==> src/rtl/signed_display_scan.sv <==
// signed_display_scan: converts a two's-complement value to decimal with a
// sequential shift-add-3 engine and drives a multiplexed common-anode
// 7-segment bank (leading-zero blanking, minus sign, overflow dashes).
// Optional feature macro: DISPLAY_BRIGHTNESS_EN adds duty[2:0], which limits
// how long segments are lit within each digit slot.
// Handshake: load is sampled on a rising edge only while busy=0; a sampled
// load raises busy on that same edge, and busy falls on the edge that commits
// the new display image. Loads seen while busy=1 are dropped.
module signed_display_scan #(
    parameter int DIGITS     = 4,
    parameter int VALUE_W    = 8,
    parameter int SCAN_DIV   = 1000,
    parameter int ACTIVE_LOW = 1
) (
    input  logic                clk,
    input  logic                rst_n,
    input  logic [VALUE_W-1:0]  value,
    input  logic                load,
    input  logic                blank,
`ifdef DISPLAY_BRIGHTNESS_EN
    input  logic [2:0]          duty,
`endif
    output logic [6:0]          seg,
    output logic                dp,
    output logic [DIGITS-1:0]   dig_sel,
    output logic                busy,
    output logic                overflow
);

    // BCD digits needed for the full magnitude (extra ones detect overflow)
    localparam int BCD_D = (VALUE_W + 2) / 3;
    localparam int NB    = (BCD_D > DIGITS) ? BCD_D : DIGITS;
    localparam int CW    = $clog2(VALUE_W + 1);
    localparam int PW    = (SCAN_DIV > 1) ? $clog2(SCAN_DIV) : 1;
    localparam int IW    = $clog2(DIGITS);
    localparam logic AL  = (ACTIVE_LOW != 0);
    localparam logic [6:0] MINUS = 7'h40;

    typedef enum logic [1:0] {IDLE, CONV, COMMIT} state_t;

    state_t               state;
    logic [CW-1:0]        cnt;
    logic [VALUE_W-1:0]   mag;
    logic                 sign;
    logic [4*NB-1:0]      bcd;
    logic [4*NB-1:0]      bcd_add;
    logic [6:0]           pat [DIGITS];
    logic [6:0]           pat_nxt [DIGITS];
    logic                 dp_lit;
    logic                 ovf_nxt;

    logic [PW-1:0]        prescaler;
    logic [PW-1:0]        pre_nxt;
    logic [IW-1:0]        scan_idx;
    logic [IW-1:0]        idx_nxt;
    logic [DIGITS-1:0]    onehot;
    logic [6:0]           seg_lit;
    logic                 dp_on;
    logic                 bright;

    function automatic logic [6:0] glyph(input logic [3:0] d);
        case (d)
            4'd0:    glyph = 7'h3F;
            4'd1:    glyph = 7'h06;
            4'd2:    glyph = 7'h5B;
            4'd3:    glyph = 7'h4F;
            4'd4:    glyph = 7'h66;
            4'd5:    glyph = 7'h6D;
            4'd6:    glyph = 7'h7D;
            4'd7:    glyph = 7'h07;
            4'd8:    glyph = 7'h7F;
            4'd9:    glyph = 7'h6F;
            default: glyph = 7'h00;
        endcase
    endfunction

    // Add-3 correction applied to every BCD digit before each shift
    always_comb begin
        bcd_add = bcd;
        for (int i = 0; i < NB; i++) begin
            if (bcd[4*i +: 4] >= 4'd5)
                bcd_add[4*i +: 4] = bcd[4*i +: 4] + 4'd3;
        end
    end

    // Display image derived from the finished BCD result
    always_comb begin
        int msd;
        ovf_nxt = 1'b0;
        msd     = 0;
        for (int i = 0; i < NB; i++) begin
            if (bcd[4*i +: 4] != 4'd0) begin
                if (i >= DIGITS) ovf_nxt = 1'b1;
                if (sign && i >= DIGITS - 1) ovf_nxt = 1'b1;
            end
        end
        for (int i = 0; i < DIGITS; i++) begin
            if (bcd[4*i +: 4] != 4'd0) msd = i;
        end
        for (int i = 0; i < DIGITS; i++) begin
            if (ovf_nxt)
                pat_nxt[i] = MINUS;
            else if (i <= msd)
                pat_nxt[i] = glyph(bcd[4*i +: 4]);
            else if (sign && i == msd + 1)
                pat_nxt[i] = MINUS;
            else
                pat_nxt[i] = 7'h00;
        end
    end

    // Conversion FSM: capture, VALUE_W shift-add-3 steps, atomic commit
    always_ff @(posedge clk or negedge rst_n) begin
        if (!rst_n) begin
            state    <= IDLE;
            busy     <= 1'b0;
            overflow <= 1'b0;
            cnt      <= '0;
            mag      <= '0;
            sign     <= 1'b0;
            bcd      <= '0;
            dp_lit   <= 1'b0;
            for (int i = 0; i < DIGITS; i++) pat[i] <= 7'h00;
        end else begin
            case (state)
                IDLE: begin
                    if (load) begin
                        sign  <= value[VALUE_W-1];
                        mag   <= value[VALUE_W-1] ? (~value + VALUE_W'(1)) : value;
                        bcd   <= '0;
                        cnt   <= '0;
                        busy  <= 1'b1;
                        state <= CONV;
                    end
                end
                CONV: begin
                    bcd <= {bcd_add[4*NB-2:0], mag[VALUE_W-1]};
                    mag <= {mag[VALUE_W-2:0], 1'b0};
                    cnt <= cnt + CW'(1);
                    if (cnt == CW'(VALUE_W - 1)) state <= COMMIT;
                end
                COMMIT: begin
                    for (int i = 0; i < DIGITS; i++) pat[i] <= pat_nxt[i];
                    dp_lit   <= sign & ~ovf_nxt;
                    overflow <= ovf_nxt;
                    busy     <= 1'b0;
                    state    <= IDLE;
                end
                default: state <= IDLE;
            endcase
        end
    end

    // Next prescaler / scan index and the logical (lit-high) output image
    always_comb begin
        if (prescaler == PW'(SCAN_DIV - 1)) begin
            pre_nxt = '0;
            idx_nxt = (scan_idx == IW'(DIGITS - 1)) ? '0 : scan_idx + IW'(1);
        end else begin
            pre_nxt = prescaler + PW'(1);
            idx_nxt = scan_idx;
        end
        onehot          = '0;
        onehot[idx_nxt] = 1'b1;
`ifdef DISPLAY_BRIGHTNESS_EN
        bright = (int'(pre_nxt) < ((int'(duty) + 1) * SCAN_DIV) / 8);
`else
        bright = 1'b1;
`endif
        seg_lit = (blank || !bright) ? 7'h00 : pat[idx_nxt];
        dp_on   = !blank && bright && dp_lit && (idx_nxt == '0);
    end

    // Scan counters and output registers; dig_sel/seg/dp move on one edge
    always_ff @(posedge clk or negedge rst_n) begin
        if (!rst_n) begin
            prescaler <= '0;
            scan_idx  <= '0;
            dig_sel   <= {{(DIGITS-1){AL}}, ~AL};
            seg       <= {7{AL}};
            dp        <= AL;
        end else begin
            prescaler <= pre_nxt;
            scan_idx  <= idx_nxt;
            dig_sel   <= onehot ^ {DIGITS{AL}};
            seg       <= seg_lit ^ {7{AL}};
            dp        <= dp_on ^ AL;
        end
    end

endmodule

==> config.mk <==
export PLATFORM = sky130hd
export DESIGN_NAME = signed_display_scan
export DESIGN_NICKNAME = d
export VERILOG_FILES = /design/src/rtl/signed_display_scan.sv
export SDC_FILE = /design/constraint.sdc
export NUM_CORES = 1
export LEC_CHECK = 0
export ABC_AREA = 1
export CAP_MARGIN = 30
export CORE_ASPECT_RATIO = 0.7
export CORE_MARGIN = 2
export CORE_UTILIZATION = 39
export CTS_CLUSTER_DIAMETER = 50
export DETAILED_ROUTE_END_ITERATION = 8
export PLACE_DENSITY = 0.65
export REMOVE_ABC_BUFFERS = 1
export SLEW_MARGIN = 20
export SYNTH_ARGS = -nofsm -noshare
export SYNTH_HDL_FRONTEND = slang
export SYNTH_SLANG_ARGS = --single-unit
==> constraint.sdc <==
create_clock -name clk -period 3.3 [get_ports clk]
set_input_delay 0.33 -clock clk [delete_from_list [all_inputs] [get_ports clk]]
set_output_delay 0.33 -clock clk [all_outputs]
set_load 0.02 [all_outputs]
Word-level counts from Yosys, hierarchy flattened
Memory sizes are Yosys's and may differ from the RTL's.
Index checks and enable logic that the tools add are counted.
W data, S select, Z words.
{"block": "totals", "ff_bits": 86, "mem_bits_ro": 448, "input_bits": 12, "memories": 4}
{"block": "op_classes", "add_sub_neg": 9, "magnitude_cmp": 11, "n_eq_ne": 10, "mux": 42, "bitwise": 7, "reduce_logical": 20}
{"memory": "(no name shown)", "words": 16, "word_bits": 7, "rd": 1, "rd_clocked_by_memory_dff": 0, "wr": 0, "line_no": "62", "text": "case (d)"}
{"memory": "(no name shown)", "words": 16, "word_bits": 7, "rd": 1, "rd_clocked_by_memory_dff": 0, "wr": 0, "line_no": "62"}
{"memory": "(no name shown)", "words": 16, "word_bits": 7, "rd": 1, "rd_clocked_by_memory_dff": 0, "wr": 0, "line_no": "62"}
{"memory": "(no name shown)", "words": 16, "word_bits": 7, "rd": 1, "rd_clocked_by_memory_dff": 0, "wr": 0, "line_no": "62"}
{"cell": "$mux W7", "n": 15}
{"cell": "$eq A3 B32 Y1 const A", "n": 2}
{"cell": "$le A3 B32 Y1 const A", "n": 2}
{"cell": "$mux W32", "n": 2}
{"cell": "$add A32 B2 Y32 const B", "n": 1}
{"cell": "$eq A2 B32 Y1 const A", "n": 1}
{"cell": "$le A1 B32 Y1 const A", "n": 1}
{"cell": "$le A2 B32 Y1 const A", "n": 1}
{"cell": "$logic_not A32 Y1", "n": 1}
{"cell": "$pmux W16 S2", "n": 1}
{"cell": "$ge A4 B3 Y1 const B", "n": 4}
{"cell": "$mux W16", "n": 1}
{"cell": "$mux W4", "n": 4}
{"cell": "$mux W8", "n": 2}
{"cell": "$pmux W8 S2", "n": 1}
{"cell": "$bmux W7 S2", "n": 1}
{"cell": "$add A4 B2 Y4 const B", "n": 3}
{"cell": "$reduce_bool A4 Y1", "n": 3}
{"cell": "$add A10 B1 Y10 const B", "n": 1}
{"cell": "$eq A10 B10 Y1 const B", "n": 1}
{"cell": "$mux W10", "n": 1}
{"cell": "$add A8 B1 Y8 const B", "n": 1}
{"cell": "$mux W2", "n": 4}
{"cell": "$not A8 Y8", "n": 1}
{"cell": "26 further kinds", "n": 44}

Longest topological paths before layout
Gate-level depths: netlist of the first run.
{"block": "depth", "depth_word": 10, "mapped_depth": 12, "mapped_depth_nobuf": 11}

Worst setup path after synthesis of the first run
No wires, ideal clock.
{"block": "synth_path", "kind": "register -> register", "startpoint": "reg bcd[13]", "endpoint": "reg pat[20] in the netlist's numbering", "arrival_ps": 1410, "setup_slack_ps": 1772, "path_stages_with_launch": 10, "n_path_buf": 0, "synth_period_minus_slack_ps": 1528, "cell_sequence": "dfrtp_1 inv_1 ha_1 nand3_2 nor2_2 nand2_1 o211ai_1 nand3_1 o21ai_1 inv_1"}
{"block": "synth_via", "elab_chain_len": 8, "word_cells_on_any_way": 10}
{"element": "start: declaration", "line_no": "45", "text": "logic [4*NB-1:0] bcd;"}
{"element": "start signal: assignment", "line_no": "137", "text": "bcd <= {bcd_add[4*NB-2:0], mag[VALUE_W-1]};"}
{"element": "$reduce_bool A4 Y1 (*)", "line_no": "92, 98"}
{"element": "$mux W32", "line_no": "98", "text": "if (bcd[4*i +: 4] != 4'd0) msd = i;"}
{"element": "$add A32 B2 Y32", "line_no": "105", "text": "else if (sign && i == msd + 1)"}
{"element": "$eq A2 B32 Y1", "line_no": "105"}
{"element": "$logic_and A1 B1 Y1", "line_no": "105"}
{"element": "$mux W7", "line_no": "105"}
{"element": "$mux W7", "line_no": "103", "text": "else if (i <= msd)"}
{"element": "$mux W7 (*)", "line_no": "101", "text": "if (ovf_nxt)"}
{"element": "end: declaration", "line_no": "47", "text": "logic [6:0] pat [DIGITS];"}
Mark *: on every way between the ends. The rest lies on a longest branch, timed or not.
A chain may end at the register's enable or synchronous reset.

Final worst setup path of the first run
{"block": "layout_path", "startpoint": "reg state[0]", "endpoint": "reg mag[5]"}
{"block": "layout_via", "elab_chain_len": 3, "word_cells_on_any_way": 6}
{"element": "start: declaration", "line_no": "41", "text": "state_t state;"}
{"element": "start signal: assignment", "line_no": "115", "text": "state <= IDLE;"}
{"element": "start signal: assignment", "line_no": "133", "text": "state <= CONV;"}
{"element": "start signal: assignment", "line_no": "140", "text": "if (cnt == CW'(VALUE_W - 1)) state <= COMMIT;"}
{"element": "$eq A2 B1 Y1 or $logic_not A2 Y1 (tied branches)", "line_no": "125", "text": "case (state)"}
{"element": "$reduce_bool A2 Y1 (no line) or $ne A2 B2 Y1 (tied branches)"}
{"element": "$reduce_and A2 Y1 (no line)"}
{"element": "end signal: assignment", "line_no": "129", "text": "mag <= value[VALUE_W-1] ? (~value + VALUE_W'(1)) : value;"}
{"element": "end signal: assignment", "line_no": "138", "text": "mag <= {mag[VALUE_W-2:0], 1'b0};"}
{"element": "end: declaration", "line_no": "43", "text": "logic [VALUE_W-1:0] mag;"}
Parallel ways exist; a longest one is shown, timed or not.

==> flow_summary.json, run 1 <==
{
  "outcome": "completed",
  "ys_ff_latch": 86,
  "synth.distinct_cells": 37,
  "critPathKind": "reg -> reg",
  "core_sq_mm": 0.0116,
  "final_hold_viol_count": 0,
  "max-vdd-ir-drop_mv": 0.355,
  "clock-root-buffer": "clkbuf_16",
  "ys_seq_area_share_pct": 47.2,
  "crit_slowest_cell": "nor2_1",
  "syn-cell-area_sq_mm": 0.00459,
  "p_leak_nw": 2.54,
  "dr_total_vias": 3646,
  "r2r_slack_ns": 0.87,
  "worst_pin_slew_ns": 0.705,
  "fp.dieH_microns": 94.7,
  "nFillCells": 1123,
  "wire_per_inst_microns": 13.0,
  "grt_pass1_vias": 3455,
  "clk_pin_slew_ns": 0.06,
  "dieArea_sq_mm": 0.0127,
  "syn_to_final_growth_pct": 15.9,
  "clock_path_buffers": 2,
  "min_period_over_period_pct": 73.6,
  "post-dp-hpwl_mm": 7.08,
  "drc_errors": 0,
  "cp-end-kind": "flop",
  "slew_headroom_pct": 52.8,
  "ios": 26,
  "ys_warn_count": 0,
  "drv_slew": 0,
  "cp-start-kind": "flop",
  "cts_tree": "done",
  "min_period_ns": 2.43,
  "grt_overflow": 0,
  "yosys.area.top_type": "dfrtp_1",
  "power_density_mw_per_mm2": 839,
  "grt_max_degree": 37,
  "viasPerCell": 4.89,
  "drv_cap": 0,
  "syn_inst": 555,
  "grt_pass1_wl_mm": 16.7,
  "htree_levels": 3,
  "clkSinkCount": 86,
  "multi_input_area_sq_mm": 0.00213,
  "diodes": 0,
  "regArea_sq_mm": 0.00217,
  "clkLatencyLatePin_ns": 0.34,
  "fp-row-count": 33,
  "rsz0062_at_grt": "false",
  "dieWidth_microns": 134,
  "worstPathArrival_ns": 2.66,
  "path_max_fanout": 19,
  "final.setup.tns_ns": 0,
  "synth_area_leaders": "dfrtp_1 (41%), nand2_1 (11%), o21ai_0 (8.2%), ha_1 (6.5%), dfstp_2 (6.3%)",
  "globalplace.congestion": 0.892,
  "drtAntennaViolNets": 0,
  "fin_skew_ns": 0.00459,
  "start_util_pct": 39.5,
  "clock.fmax_ghz": 0.412,
  "grtUsageTotal_pct": 16.8,
  "post-cts-setup-buffers": 0,
  "fin_nets": 620,
  "dr.pass1.iters": 5,
  "detailedPlace.worstSlack_ns": 0.931,
  "drive_above_1_share_pct": 9.85,
  "crit_chain": "nand2_2 > inv_2 > nor2_1 > inv_1 > o21ai_0 > inv_1",
  "setup_ws_ns": 0.872,
  "wl_mm": 9.67,
  "hold_path_class": "reg -> reg",
  "critPathMaxStageDelay_ns": 0.61,
  "yosysTopAreaCellShare_pct": 40.9,
  "cp_common_cell": "inv_1",
  "antenna_found_initial": 0,
  "required_ns": 3.53,
  "port_buffers": 25,
  "setup-violations-final": 0,
  "dr.first_iter.drc_count": 254,
  "numCtsBuffers": 9,
  "avgSynthCellArea_sq_um": 8.26
}
[metal layers]
metal / vias to the layer above / track usage, % / part of all wire (%)
li1: 1900 / - / -
met1: 1649 / 24.7 / 54
met2: 82 / 24.6 / 41
met3: 15 / 4.08 / 4.4
met4: 0 / 4.52 / 1.3
met5: - / 0 / 0
[Yosys cell counts, drive strengths merged]
| cell | count |
|---|---|
| nand2 | 140 |
| o21ai | 80 |
| dfrtp | 75 |
| inv | 57 |
| nand3 | 47 |
| nor2 | 42 |
| a21oi | 31 |
| ha | 24 |
| dfstp | 11 |
| nor3 | 10 |
| buf | 8 |
| xor2 | 5 |
| a22oi | 4 |
| or2 | 4 |
| clkbuf | 3 |
| nand4 | 3 |
| a22o | 2 |
| o211ai | 2 |
| o221ai | 2 |
| clkinv | 1 |
| o21a | 1 |
| o22ai | 1 |
| o311ai | 1 |
| o31ai | 1 |
[stage by stage]
step / hold slack (ns) / util (%) / power [mW] / instances / cell area, sq um
2_1_floorplan: 0.0344 / - / 2.88 / 544 / 4520
3_3_place_gp: 0.315 / 42.9 / 3.39 / 728 / 4970
3_5_place_dp: 0.321 / 42.9 / 3.42 / 728 / 4970
4_1_cts: 0.460 / 45.6 / 4.46 / 745 / 5290
5_1_grt: 0.493 / 45.8 / 4.85 / 746 / 5320
6_report: 0.457 / 45.8 / 4.46 / 746 / 5320
[state kept, by name, summed over array words and instances, names as in the netlist]
name and flops:
pat 28, bcd 16, prescaler 10, mag 8, seg 7, cnt 4
dig_sel 4, scan_idx 2, state 2, busy 1, dp 1, dp_lit 1
overflow 1, sign 1
[final timing paths]
kind	startpoint	endpoint	cells past startpoint
max	state[0]$_DFFE_PN0P_	mag[5]$_DFFE_PN0P_	6
min	dp_lit$_DFFE_PN0P_	dp$_DFF_PN1_	1
max reg2reg	state[0]$_DFFE_PN0P_	mag[5]$_DFFE_PN0P_	6
min reg2reg	dp_lit$_DFFE_PN0P_	dp$_DFF_PN1_	1
max in group asynchronous	rst_n	bcd[1]$_DFFE_PN0P_	3
min in group asynchronous	rst_n	bcd[6]$_DFFE_PN0P_	2
[cells in the final DEF (no fill, tap or decap), types with 2 or more instances in the layout]
cell / n
dfstp_2: 11
xor2_1: 5
ha_1: 24
nand2_1: 129
nor2_4: 3
nand2_4: 2
nand2_2: 9
dfrtp_1: 75
clkbuf_8: 2
inv_2: 4
or2_2: 4
a22o_1: 2
o21ai_1: 4
a22oi_1: 4
nand4_1: 3
nand3_2: 2
clkdlybuf4s50_1: 24
nor2_2: 2
nor3_1: 10
inv_1: 53
a21oi_1: 30
clkbuf_1: 2
buf_4: 3
nor2_1: 37
o221ai_1: 2
o21ai_0: 75
o211ai_1: 2
nand3_1: 44
clkbuf_16: 9
[worst max-delay path, delay by kind of cell, from the launching register on]
kind	cells	cell delay (ns)
AND/OR/NAND/NOR	2	0.90
AO/OA/AOI/OAI	1	0.27
buffers and inverters	3	0.74
flip-flops	1	0.41
[power breakdown]
part	internal [mW]	switching, mW	leakage (nW)
clock network	0.627	0.395	0.146
registers	1.42	0.304	1.04
logic	0.633	1.08	1.36
[what timing repair did]
item	in CTS	in global routing
resized for setup	0	0
hold buffers	1	0
hold endpoints to repair	34	0
[area by class of cell]
| type | instances | share of cell area [%] |
|---|---|---|
| tap | 157 | 3.70 |
| sequential | 86 | 40.7 |
| multi-input combinational | 400 | 40.1 |
| clock buffer | 13 | 4.90 |
| clock inverter | 3 | 0.800 |
| timing repair buffer | 29 | 5.65 |
| inverter | 58 | 4.10 |
[cell families (layout without fill, tap and decap cells)]
| family | Yosys count | in the layout | share of synthesized area [%] |
|---|---|---|---|
| buffers and inverters | 69 | 103 | 6.28 |
| AND/OR/NAND/NOR | 246 | 246 | 24.0 |
| XOR/XNOR | 5 | 5 | 0.955 |
| flip-flops | 86 | 86 | 47.2 |
| adder cells (fa/ha/maj) | 24 | 24 | 6.55 |
| AO/OA/AOI/OAI | 125 | 125 | 15.0 |
Power figures use the tool's default switching activity.
==> run 2: changes to the inputs <==
==> constraint.sdc (replaced) <==
create_clock -name clk -period 2.33 [get_ports clk]
set_input_delay 0.233 -clock clk [delete_from_list [all_inputs] [get_ports clk]]
set_output_delay 0.233 -clock clk [all_outputs]
set_load 0.02 [all_outputs]
==> flow_summary.json, run 2 (synthesized netlist as in run 1, its figures left out) <==
{
  "outcome": "completed",
  "min_period_ns": 1.88,
  "reg2reg_from": "prescaler[0]$_DFF_PN0_",
  "regMostFlops": "pat",
  "slew_headroom_pct": 67.7,
  "path_delay_family": "simple AND/OR/NAND/NOR gates",
  "required_ns": 2.59,
  "fp-row-count": 33,
  "ios": 26,
  "clkLatencyLatePin_ns": 0.34,
  "stdcell_area_sq_mm": 0.00534,
  "cts_resized": 0,
  "post-cts-setup-buffers": 0,
  "rsz0062_at_grt": "false",
  "worst_pin_slew_ns": 0.481,
  "reg2reg_depth": 10,
  "drv_cap": 0,
  "worstPathArrival_ns": 2.15,
  "diodes": 0,
  "endpoint": "seg[2]$_DFF_PN1_",
  "fp.dieH_microns": 94.7,
  "power_density_mw_per_mm2": 1200,
  "grt_max_degree": 54,
  "clock-root-buffer": "clkbuf_16",
  "crit_chain": "ha_1 > nand2_1 > nor2_4 > nand3_2 > nand2_4 > nand2_1 > nand2_1 > nand2_1 > nand2_1 > nand2_1",
  "syn_to_final_growth_pct": 16.4,
  "r2r_slack_ns": 0.45,
  "cts_tree": "done",
  "layout_commonest_cell": "nand2_1",
  "port_buffers": 25,
  "clkSinkCount": 86,
  "clock_path_buffers": 2,
  "reg.largest.list": "pat x28, bcd x16, prescaler x10",
  "grt_pass1_vias": 3561,
  "grt_pass1_wl_mm": 17.6,
  "core_sq_mm": 0.0116,
  "globalplace.congestion": 0.857,
  "cp_common_cell": "nand2_1",
  "cp.depth": 10,
  "numCtsBuffers": 9,
  "path_buf_inv": 0,
  "min_period_over_period_pct": 80.8,
  "power_mw": 6.39,
  "wire_per_inst_microns": 13.6,
  "max-vdd-ir-drop_mv": 0.594,
  "dr_total_vias": 3788,
  "comb_power_share_pct": 38.8,
  "htree_levels": 3,
  "wl_mm": 10.2,
  "setup_ws_ns": 0.447,
  "grtUsageTotal_pct": 17.6,
  "critPathLaunch": "prescaler[0]$_DFF_PN0_",
  "cp-start-kind": "flop",
  "drc_errors": 0,
  "drv_slew": 0,
  "largest_register_ffs": 28,
  "p_seq_share_pct": 38.4,
  "drtAntennaViolNets": 0,
  "start_util_pct": 39.5,
  "detailedPlace.worstSlack_ns": 0.454,
  "drive_above_1_share_pct": 10.5,
  "final_hold_viol_count": 0,
  "holdBufCountCts": 1,
  "sw_frac_of_total_pct": 40.0,
  "critPathMaxStageDelay_ns": 0.37,
  "viasPerCell": 5.05,
  "dieWidth_microns": 134,
  "hold_path_class": "in -> async",
  "final.setup.tns_ns": 0,
  "fin_nets": 624,
  "p_clk_share_pct": 22.9,
  "p_leak_nw": 2.56,
  "critPathKind": "reg -> reg",
  "setup-violations-final": 0,
  "fin_skew_ns": 0.00531,
  "clock.fmax_ghz": 0.531,
  "switching_power_mw": 2.56,
  "crit_slowest_cell": "dfrtp_1",
  "post-dp-hpwl_mm": 7.51,
  "dr.first_iter.drc_count": 196,
  "dr.pass1.iters": 5,
  "dieArea_sq_mm": 0.0127,
  "layout_common_cells": "nand2_1 (129), o21ai_0 (75), dfrtp_1 (75)",
  "p_int_mw": 3.83,
  "hold-worst-slack_ns": 0.391,
  "grt_overflow": 0,
  "reg2reg_to": "seg[2]$_DFF_PN1_",
  "path_max_fanout": 18,
  "clk_pin_slew_ns": 0.06,
  "cp-end-kind": "flop",
  "placed_cell_area_sq_mm": 0.00502,
  "antenna_found_initial": 0
}
[run 2: changes by cell type in the layout (fill, tap and decap cells not counted)]
cell	previous run	this run
clkinv_4	0	1
clkinvlp_4	1	0
buf_16	1	0
buf_4	3	7
buf_12	0	1
[run 2: worst min path at each step]
stage | cells past startpoint | start | slack, ns | to
detailed placement | 1 | rst_n | 0.22 | prescaler[5]$_DFF_PN0_
global route | 2 | rst_n | 0.44 | prescaler[5]$_DFF_PN0_
floorplan | 0 | rst_n | -0.06 | bcd[0]$_DFFE_PN0P_
finish | 2 | rst_n | 0.39 | prescaler[5]$_DFF_PN0_
global placement | 1 | rst_n | 0.22 | prescaler[5]$_DFF_PN0_
CTS | 2 | rst_n | 0.40 | prescaler[5]$_DFF_PN0_
[run 2: final cells by class]
| cell class | count | area, sq um |
|---|---|---|
| Fill cell | 1145 | 6260 |
| Sequential cell | 86 | 2170 |
| Multi-Input combinational cell | 400 | 2130 |
| Timing Repair Buffer | 33 | 323 |
| Clock buffer | 13 | 260 |
| Inverter | 58 | 218 |
| Tap cell | 157 | 196 |
| Clock inverter | 3 | 43.8 |
[run 2: worst reg2reg max path, cell delays in order, from the launching register on]
cell and delay, ns:
dfrtp_1 0.37, ha_1 0.18, nand2_1 0.11, nor2_4 0.16, nand3_2 0.30, nand2_4 0.34, nand2_1 0.08, nand2_1 0.07
nand2_1 0.06, nand2_1 0.08, nand2_1 0.06
[run 2: per-layer routing]
layer  global-route usage (%)  vias up  part of all wire (%)
met5                        0        -                     0
met4                     4.88        0                  0.96
met3                     4.19       10                   5.4
met2                     26.8       93                    43
met1                     25.1     1791                    51
li1                         -     1894                     -
[run 2: power groups by stage]
stage | clock (mW) | combinational [mW] | sequential [mW]
after floorplan | 0 | 1.70 | 2.39
after global placement | 0 | 2.40 | 2.45
after detailed placement | 0 | 2.47 | 2.47
after CTS | 1.50 | 2.48 | 2.45
after global routing | 1.56 | 2.88 | 2.53
final | 1.46 | 2.48 | 2.45
[run 2: metrics by stage]
step	instances	util [%]
after CTS	750	46.0
after global routing	750	46.0
after detailed placement	733	43.3
after global placement	733	43.3
after floorplan	544	-
final	750	46.0
==> run 3: changes to the inputs <==
--- a/config.mk
+++ b/config.mk
@@ -12,7 +12,7 @@
 export CORE_UTILIZATION = 39
 export CTS_CLUSTER_DIAMETER = 50
 export DETAILED_ROUTE_END_ITERATION = 8
-export PLACE_DENSITY = 0.65
+export PLACE_DENSITY = 0.67
 export REMOVE_ABC_BUFFERS = 1
 export SLEW_MARGIN = 20
 export SYNTH_ARGS = -nofsm -noshare
==> constraint.sdc (replaced) <==
create_clock -name clk -period 1.7 [get_ports clk]
set_input_delay 0.17 -clock clk [delete_from_list [all_inputs] [get_ports clk]]
set_output_delay 0.17 -clock clk [all_outputs]
set_load 0.02 [all_outputs]
==> flow_summary.json, run 3 (synthesized netlist as in run 1, its figures left out) <==
{
  "min_period_over_period_pct": 95.2,
  "crit_slowest_cell": "clkdlybuf4s50_1",
  "dr_total_vias": 3927,
  "clock_path_buffers": 2,
  "numCtsBuffers": 9,
  "clkSinkCount": 86,
  "wl_mm": 10.3,
  "clock.fmax_ghz": 0.618,
  "antenna_found_initial": 0,
  "layout_common_cells": "nand2_1 (128), o21ai_0 (74), dfrtp_1 (72)",
  "drv_slew": 0,
  "worstPathArrival_ns": 1.45,
  "viasPerCell": 5.05,
  "largest_register_ffs": 28,
  "outcome": "completed",
  "placed_cell_area_sq_mm": 0.00517,
  "critPathMaxStageDelay_ns": 0.59,
  "start_util_pct": 39.5,
  "syn_to_final_growth_pct": 23.2,
  "min_period_ns": 1.62,
  "layout_commonest_cell": "nand2_1",
  "drc_errors": 0,
  "reg.largest.list": "pat x28, bcd x16, prescaler x10",
  "regMostFlops": "pat",
  "dieWidth_microns": 134,
  "fin_skew_ns": 0.00951,
  "required_ns": 1.53,
  "nFillCells": 1108,
  "wire_per_inst_microns": 13.3,
  "drive_above_1_share_pct": 16.3,
  "dr.pass1.iters": 5,
  "grt_pass1_vias": 3722,
  "slew_headroom_pct": 73.1,
  "max-vdd-ir-drop_mv": 0.930,
  "use_met2_pct": 26.3,
  "path_buf_inv": 1,
  "fp-row-count": 33,
  "rsz0062_at_grt": "true",
  "grtUsageMet1_pct": 25.5,
  "dr.first_iter.drc_count": 304,
  "p_leak_nw": 2.73,
  "critPathKind": "reg -> out",
  "grt_pass1_wl_mm": 17.7,
  "cts_tree": "done",
  "drv_cap": 0,
  "grt_max_degree": 38,
  "ios": 26,
  "power_density_mw_per_mm2": 1650,
  "cp-start-kind": "flop",
  "hold-worst-slack_ns": 0.278,
  "crit_chain": "clkdlybuf4s50_1",
  "fp.dieH_microns": 94.7,
  "busiest_layer": "met2",
  "drtAntennaViolNets": 0,
  "final_core_util_pct": 48.7,
  "clkLatencyLatePin_ns": 0.34,
  "path_delay_family": "buffers and inverters",
  "diodes": 0,
  "final.setup.tns_ns": 0,
  "port_buffers": 25,
  "setup-violations-final": 0,
  "htree_levels": 3,
  "grt_overflow": 0,
  "dieArea_sq_mm": 0.0127,
  "clk_pin_slew_ns": 0.06,
  "cp-end-kind": "primary output",
  "post-dp-hpwl_mm": 7.32,
  "path_max_fanout": 1,
  "grt_util_met3_pct": 4.13,
  "clock-root-buffer": "clkbuf_16",
  "globalplace.congestion": 0.870,
  "worst_pin_slew_ns": 0.402,
  "fin_nets": 651,
  "core_sq_mm": 0.0116,
  "grtUsageTotal_pct": 17.6,
  "stdcell_area_sq_mm": 0.00565,
  "final_hold_viol_count": 0,
  "power_mw": 9.34,
  "hold_path_class": "in -> async"
}
## run 3: cell types whose count changed in the layout (fill, tap and decap cells not counted), sizes merged
cell and change:
buf +26, bufinv +2, clkinv -1
## run 3: area by class of cell
type | count | area (sq um) | area share [%]
well taps | 157 | 196 | 3.48
inverters | 58 | 220 | 3.90
multi-input cells | 400 | 2170 | 38.4
clock inverters | 4 | 95.1 | 1.68
repair buffers | 60 | 554 | 9.81
flip-flops and latches | 86 | 2170 | 38.4
clock buffers | 12 | 246 | 4.36
## run 3: worst paths after layout
check                                     start                     end  slack [ns]  cells after the start
max in group asynchronous                 rst_n      bcd[8]$_DFFE_PN0P_        0.76                      3
max                        dig_sel[2]$_DFF_PN1_              dig_sel[2]        0.08                      1
min in group clk                       value[0]      mag[0]$_DFFE_PN0P_        0.48                      3
min reg2reg                    busy$_DFFE_PN0P_        busy$_DFFE_PN0P_        0.49                      2
max reg2reg                  bcd[4]$_DFFE_PN0P_      bcd[5]$_DFFE_PN0P_        0.11                      7
min                                       rst_n  prescaler[5]$_DFF_PN0_        0.28                      2
## run 3: repair_timing
item / CTS / global route
hold buffers: 1 / 0
setup endpoints to repair: 0 / 33
gates resized for setup: 0 / 19
buffers inserted: 0 / 6
endpoints found under the hold margin: 14 / 0
## run 3: layer usage
metal  up-vias  wire [microns]
li1       1945               -
met1      1867            5250
met2       106            4480
met3         9             513
met4         0              80
met5         -               0
## run 3: metrics by stage
step,setup slack (ns),instances
after floorplan,-0.149,544
after global placement,0.0238,753
after detailed placement,-0.0569,753
after CTS,0.0408,770
after global routing,-0.0256,777
final,0.0810,777
## run 3: power breakdown
group	total (mW)	internal (mW)	switching [mW]
Sequential	3.28	2.76	0.527
Combinational	3.79	1.52	2.27
Clock	2.26	1.47	0.784
Total	9.34	5.75	3.59
